<file path="src/rtl/hamming72_in.sv">
// hamming72_in
//   SECDED Hamming(72,64) encoder and transmit controller feeding a 72-bit
//   SECDED decoder. Each accepted 64-bit word is encoded and transmitted with a
//   one-cycle sendin strobe. The codeword is then held stable until the
//   decoder reports delivery (dec_ready). A resend request or a timeout causes
//   a clean retransmission. After MAX_RETRY retransmissions the word is
//   dropped with a fail pulse. An optional error mask can be XORed onto the
//   first transmission only.
//
// Ports
//   clk, rst_n            clock (rising edge), synchronous active-low reset
//   data_valid/data_in    producer word, accepted when data_valid & data_ack
//   data_ack              high while idle and out of reset
//   inj_en/inj_mask       error mask applied to the first transmission
//   codeword_out/sendin   registered codeword and one-cycle transmit strobe
//   dec_ready/dec_resend  decoder delivery / uncorrectable-error response
//   done/fail             one-cycle pulses: delivered / dropped
//   retry_cnt             retransmissions used on the current word
//
// state | meaning
// IDLE  | ready for a new word, data_ack high
// SEND  | sendin strobe for the current codeword
// WAIT  | codeword held, waiting for ready/resend or timeout
module hamming72_in #(
    parameter int MAX_RETRY = 3,
    parameter int TIMEOUT   = 16,
    localparam int RW       = $clog2(MAX_RETRY + 1),
    localparam int TW       = $clog2(TIMEOUT)
) (
    input  logic          clk,
    input  logic          rst_n,
    input  logic          data_valid,
    input  logic [63:0]   data_in,
    output logic          data_ack,
    input  logic          inj_en,
    input  logic [71:0]   inj_mask,
    output logic [71:0]   codeword_out,
    output logic          sendin,
    input  logic          dec_ready,
    input  logic          dec_resend,
    output logic          done,
    output logic          fail,
    output logic [RW-1:0] retry_cnt
);

    typedef enum logic [1:0] {
        S_IDLE = 2'd0,
        S_SEND = 2'd1,
        S_WAIT = 2'd2
    } state_t;

    state_t        r_state;
    state_t        w_next;
    logic [71:0]   r_clean;
    logic [71:0]   r_cw;
    logic [RW-1:0] r_retry;
    logic [TW-1:0] r_tmo;
    logic          r_done;
    logic          r_fail;

    logic          w_accept;
    logic          w_send;
    logic          w_deliver;
    logic          w_drop;
    logic          w_retry;
    logic          w_tmo_hit;
    logic [71:0]   w_enc;
    logic [71:0]   w_mask;

    // Data bits fill the non-power-of-two positions in ascending order. Each
    // parity position 2^k covers every position with bit k of its index set;
    // parity positions themselves are still zero when the sums are formed, so
    // including them in the loop is harmless. Position 0 is overall parity.
    function automatic logic [71:0] f_encode(input logic [63:0] d);
        logic [71:0] cw;
        logic [6:0]  j;
        logic        p;
        cw = '0;
        j  = '0;
        for (int i = 1; i < 72; i++) begin
            if ((i & (i - 1)) != 0) begin
                cw[i[6:0]] = d[j[5:0]];
                j          = j + 7'd1;
            end
        end
        for (int k = 0; k < 7; k++) begin
            p = 1'b0;
            for (int i = 1; i < 72; i++) begin
                if (((i >> k) & 1) != 0) begin
                    p = p ^ cw[i[6:0]];
                end
            end
            cw[7'(1 << k)] = p;
        end
        cw[0] = ^cw[71:1];
        return cw;
    endfunction

    assign w_enc     = f_encode(data_in);
    assign w_mask    = inj_en ? inj_mask : '0;
    assign w_tmo_hit = (r_tmo == TW'(TIMEOUT - 1));

    always_ff @(posedge clk) begin
        if (!rst_n) begin
            r_state <= S_IDLE;
        end else begin
            r_state <= w_next;
        end
    end

    always_comb begin
        w_next    = r_state;
        w_accept  = 1'b0;
        w_send    = 1'b0;
        w_deliver = 1'b0;
        w_drop    = 1'b0;
        w_retry   = 1'b0;
        case (r_state)
            S_IDLE: begin
                if (data_valid) begin
                    w_accept = 1'b1;
                    w_next   = S_SEND;
                end
            end
            S_SEND: begin
                w_send = 1'b1;
                w_next = S_WAIT;
            end
            S_WAIT: begin
                // ready wins over a simultaneous resend
                if (dec_ready) begin
                    w_deliver = 1'b1;
                    w_next    = S_IDLE;
                end else if (dec_resend || w_tmo_hit) begin
                    if (r_retry == RW'(MAX_RETRY)) begin
                        w_drop = 1'b1;
                        w_next = S_IDLE;
                    end else begin
                        w_retry = 1'b1;
                        w_next  = S_SEND;
                    end
                end
            end
            default: begin
                w_next = S_IDLE;
            end
        endcase
    end

    // The injected mask lives only in r_cw; a retry restores the clean copy,
    // which is what clears the mask for every retransmission.
    always_ff @(posedge clk) begin
        if (!rst_n) begin
            r_clean <= '0;
            r_cw    <= '0;
            r_retry <= '0;
            r_tmo   <= '0;
            r_done  <= 1'b0;
            r_fail  <= 1'b0;
        end else begin
            r_done <= w_deliver;
            r_fail <= w_drop;
            if (w_accept) begin
                r_clean <= w_enc;
                r_cw    <= w_enc ^ w_mask;
                r_retry <= '0;
            end
            if (w_retry) begin
                r_cw    <= r_clean;
                r_retry <= r_retry + RW'(1);
            end
            if (w_send) begin
                r_tmo <= '0;
            end else if (r_state == S_WAIT) begin
                r_tmo <= r_tmo + TW'(1);
            end
        end
    end

    assign data_ack     = (r_state == S_IDLE) & rst_n;
    assign sendin       = w_send;
    assign codeword_out = r_cw;
    assign done         = r_done;
    assign fail         = r_fail;
    assign retry_cnt    = r_retry;

endmodule

</file>
<file path="config.mk">
export PLATFORM = sky130hd
export DESIGN_NAME = hamming72_in
export DESIGN_NICKNAME = d
export VERILOG_FILES = /design/src/rtl/hamming72_in.sv
export SDC_FILE = /design/constraint.sdc
export NUM_CORES = 1
export LEC_CHECK = 0
export BUFFER_PORTS_ARGS = -buffer_cell sky130_fd_sc_hd__buf_2
export CAP_MARGIN = 20
export CORE_MARGIN = 1
export CORE_UTILIZATION = 36
export CTS_CLUSTER_SIZE = 40
export DETAILED_ROUTE_END_ITERATION = 7
export GPL_TIMING_DRIVEN = 0
export PLACE_DENSITY = 0.66
export SLEW_MARGIN = 20
export SYNTH_ARGS = -nofsm -noshare
export SYNTH_HDL_FRONTEND = slang
export SYNTH_SLANG_ARGS = --single-unit
export TNS_END_PERCENT = 30
</file>
<file path="constraint.sdc">
create_clock -name clk -period 3.8 [get_ports clk]
set_input_delay 0.38 -clock clk [delete_from_list [all_inputs] [get_ports clk]]
set_output_delay 0.38 -clock clk [all_outputs]
set_load 0.02 [all_outputs]
</file>
Word level (Yosys, flattened, before mapping)
Index checks and enable logic that the tools add are counted.
{ "totals": {"wordCells": 239, "in_bits": 142, "register_bits": 153} }
{ "op_classes": {"addsub": 2, "reduce_logical": 8, "n_mux": 19, "n_eq_ne": 6, "bitwise_logic": 197} }
{ "op_table": {"columns": ["operator", "n"], "rows": [
  ["$mux W72", 3],
  ["$xor A1 B1 Y1", 192],
  ["$xor A72 B72 Y72", 1],
  ["$reduce_xor A71 Y1", 1],
  ["$mux W1", 10],
  ["$mux W2", 5],
  ["$pmux W2 S3", 1],
  ["$add A4 B1 Y4 const B", 1],
  ["$eq A2 B2 Y1 const B", 2],
  ["$eq A4 B4 Y1 const B", 1],
  ["$reduce_and A2 Y1", 2],
  ["$reduce_or A4 Y1", 1],
  ["$ne A3 B3 Y1 const B", 1],
  ["$not A1 Y1", 3],
  ["$add A2 B1 Y2 const B", 1],
  ["$eq A2 B1 Y1 const B", 1],
  ["$logic_not A2 Y1", 1],
  ["$ne A2 B2 Y1 const B", 1],
  ["$reduce_bool A2 Y1", 1],
  ["$reduce_or A2 Y1", 1],
  ["$and A1 B1 Y1", 1],
  ["$logic_or A1 B1 Y1", 1]
]} }

Longest topological paths before layout
{ "depth": {"ltp_word": 38, "mapped_depth": 8, "depth_no_buf": 7} }

Worst setup path after synthesis
No wires, ideal clock.
{ "synth_path": {"path_kind": "input -> register", "start": "in data_in[49]", "end": "reg r_cw[0] (netlist: codeword_out[0])", "arrival_time_ns": 2.757, "stages": 7, "setup_time_ns": 0.085, "path_slack_ns": 0.958, "n_path_buf": 0, "required_ns": 3.715, "path_cell_list": "xnor3_1 > xnor3_1 > xnor3_1 > xnor3_2 > xnor3_1 > xor3_1 > o31ai_2"} }
{ "synth_between": {"elab_chain_cells": 12, "elab_cells_between_ends": 28, "cone_classes": "mux: 2; bitwise: 25; reduce/logical: 1"} }
{ "synth_rtl": {"columns": ["item", "line_no", "source"], "rows": [
  ["start: declaration", "33", "input logic [63:0] data_in,"],
  ["$xor A1 B1 Y1 (8 in series)", "90", "p = p ^ cw[i[6:0]];"],
  ["$reduce_xor A71 Y1 *", "95", "cw[0] = ^cw[71:1];"],
  ["$xor A72 B72 Y72 *", "165", "r_cw <= w_enc ^ w_mask;"],
  ["$mux W72 *", "163", "if (w_accept) begin"],
  ["$mux W72 *", "168", "if (w_retry) begin"],
  ["end signal: assignment", "165", null],
  ["end signal: assignment", "169", "r_cw <= r_clean;"],
  ["end: declaration", "55", "logic [71:0] r_cw;"]
]} }
Every way passes the cells marked *; elsewhere a longest branch is shown, timed or not. The select of a mux whose other input is x is not followed.
A chain may end at the register's enable or synchronous reset.

Worst setup path in the final report
{ "layout_path": {"start": "reg r_tmo[0]", "end": "reg r_cw[0] (netlist: codeword_out[0])"} }
{ "layout_between": {"elab_chain_cells": 6, "elab_cells_between_ends": 7, "cone_classes": "eq/ne: 1; mux: 4; reduce/logical: 2"} }
{ "layout_rtl": {"columns": ["item", "line_no", "source"], "rows": [
  ["start: declaration", "57", "logic [TW-1:0] r_tmo;"],
  ["start signal: assignment", "175", "r_tmo <= r_tmo + TW'(1);"],
  ["$eq A4 B4 Y1 *", "101", "assign w_tmo_hit = (r_tmo == TW'(TIMEOUT - 1));"],
  ["$logic_or A1 B1 Y1 *", "134", "end else if (dec_resend || w_tmo_hit) begin"],
  ["$mux W1 *", "134", null],
  ["$mux W1 *", "131", "if (dec_ready) begin"],
  ["$mux W1 *", "118", "case (r_state)"],
  ["$mux W72 / $reduce_bool A2 Y1 (equally long branches)", null, null]
]} }
Every way passes the cells marked *; elsewhere a longest branch is shown, timed or not.

==> impl_metrics.toml <==
[clocking]
clock-sinks = 153
cts_inserted_buffers = 17
post_cts_buffers = 0
cts_tree = "built"
post_cts_resized = 0
cts.clk_slew.worst_paths_ns = 0.06
clock_path_buffers = 2
cts_root_buf = "clkbuf_16"
holdBufCountCts = 0
clk-insertion-delay-late_ns = 0.42
cts.htree.levels = 4

[layout]
area.sequential_sq_um = 3060
diodes = 0
multi_input_area_sq_um = 4590
syn_to_final_growth_pct = 25.6
layout.nets = 1330
nFillCells = 2088
layout-drive-gt1-share_pct = 21.0

[setup_path]
max_stage_delay_ns = 0.63
cp.arrival_ns = 3.10
crit_type = "flop to flop"
slowest_stage = "clkbuf_1"
critPathLaunchType = "flop"
cp-end-kind = "flop"
critPathMostFrequentCell = "clkbuf_1"
cp_cell_sequence = "ha_1 > a31oi_1 > nor4_1 > clkbuf_1 > clkbuf_1 > o21ai_0 > nand2_1 > o31ai_2"
required_ns = 4.07
startpoint = "r_tmo[0]"
path_max_fanout = 10
r2r-start = "r_tmo[0]"
reg2regPathDepth = 8

[floorplan]
dieHeight_um = 150
die_w_um = 150
die-area_sq_um = 22600
ios = 220
initial_core_util_pct = 37.2
rows = 53
coreArea_sq_um = 21300

[synthesis]
synthTopCellsByArea = "dfxtp_1, nand2_1, xor2_1"
synth_top_area_cell = "dfxtp_1"
yosysUniqueCellTypes = 34
synth_edf_count = 0
synth_common_cells = "nand2_1, dfxtp_1, nor2_1, xor2_1, a21oi_1"
synth_top_area_share_pct = 38.7
async_flop_share_pct = 0
yosys_warnings = 0
avgSynthCellArea_sq_um = 8.33
yosysMostFrequentCell = "nand2_1"
synth-seq-area-share_pct = 38.7
synth_ff_type = "dfxtp_1"
syn-cell-area_sq_um = 7910
synthCells = 950
postSynthRegisterBits = 153
syn_nets = 1094

[detailed_routing]
avgRoutedWirePerCell_um = 16.8
vias = 7285
wl_um = 24800
detail_route.drc_violations = 0
dr.pass1.iters = 5
drt_first_iter_violations = 472
ant_nets = 0
viasPerCell = 4.95

[sta]
maxSlewHeadroom_pct = 40.8
final-hold-violation-count = 0
rsz0062_at_grt = "false"
fmaxAchievable_ghz = 0.354
worst_pin_slew_ns = 0.888
fin_crit_sh_pct = 74.4
tns_ns = 0
setup_viol = 0
period_needed_ns = 2.83
slew_violations = 0
fin_worst_skew_ns = 0.00892

[worst_hold_path]
hold-path-cell-count = 3
hold_path_class = "input port to flop"
hold_path.startpoint = "dec_ready"

[power]
leakagePower_nw = 4.37
power_density_nw_per_um2 = 579
power_mw = 5.76
irDropWorstVdd_mv = 0.449

[global_route]
grt_pass1_vias = 6754
grt_max_degree = 17
grt_usage_pct = 22.2
antenna_found_initial = 0
grt_pass1_wl_um = 37500
overflow = 0

[placed_design]
dp_hpwl_um = 18900
gp_congestion = 0.812
port-buffer-count = 217

[job]
drv_cap = 0

[status]
status = "finished, final reports clean"
[report_power, final]
part,leakage [nW],switching (mW),internal [mW]
Sequential,1.26,0.0900,1.77
Combinational,2.84,1.01,1.16
Clock,0.279,0.674,1.05
[cell type report]
cell class              instances  area share [%]
plain buffers                  67            2.53
clock buffers                  20            4.50
clock inverters                11            1.49
inverters                       2          0.0756
multi-input cells             728            46.2
flip-flops and latches        153            30.8
well taps                     275            3.46
repair buffers                217            10.9
[stage by stage]
step / instance area [sq um] / std cells / utilization, % / hold slack [ns] / setup slack (ns)
3_3_place_gp: 9340 / 1442 / 43.9 / 0.443 / 0.601
4_1_cts: 9940 / 1473 / 46.7 / 0.212 / 0.980
2_1_floorplan: 7910 / 950 / - / 0.436 / 0.958
3_5_place_dp: 9340 / 1442 / 43.9 / 0.450 / 0.573
5_1_grt: 9940 / 1473 / 46.7 / 0.224 / 0.738
6_report: 9940 / 1473 / 46.7 / 0.218 / 0.972
[sequential cells by signal (all words and copies together), names as in the netlist]
signal,flops
codeword_out,72
done,1
fail,1
r_clean,71
r_state,2
r_tmo,4
retry_cnt,2
[cell families after synthesis]
| logic type | after synthesis | synth area share [%] |
|---|---|---|
| AOI/OAI and AO/OA | 155 | 13.2 |
| xor gates and xnor gates | 178 | 25.1 |
| adders and majority gates | 2 | 0.316 |
| buffers and inverters | 69 | 3.27 |
| DFF | 153 | 38.7 |
| muxes | 2 | 0.269 |
| and+or+nand+nor | 391 | 19.2 |
[final timing paths]
path / endpoint / slack [ns]
setup / recovery: codeword_out[0] / 0.97
hold / removal: done / 0.22
setup reg to reg: codeword_out[0] / 0.97
hold reg to reg: r_clean[55] / 0.46
[per-layer routing]
| metal | up-vias | global-route usage, % | wire [um] |
|---|---|---|---|
| met4 | 0 | 5.00 | 314 |
| li1 | 3623 | - | - |
| met2 | 257 | 36.0 | 11400 |
| met3 | 15 | 4.85 | 1760 |
| met5 | - | 0 | 0 |
| met1 | 3390 | 30.0 | 11300 |
[placed cells by master (no fill, tap or decap), types with 17 or more instances in the layout]
cell / n
xnor3_1: 26
xnor2_1: 68
nor2_1: 141
a21oi_1: 78
dfxtp_1: 153
a221oi_1: 64
buf_2: 217
nand2_1: 226
clkbuf_16: 17
clkbuf_1: 61
xor2_1: 79
[critical path: cells and delay by family (launching register included)]
kind	cells	cell delay, ns
buffers and inverters	2	1.22
and+or+nand+nor	2	0.46
AOI/OAI and AO/OA	3	0.42
DFF	1	0.38
adders and majority gates	1	0.21
No activity file was read; power rests on OpenSTA's default activity.
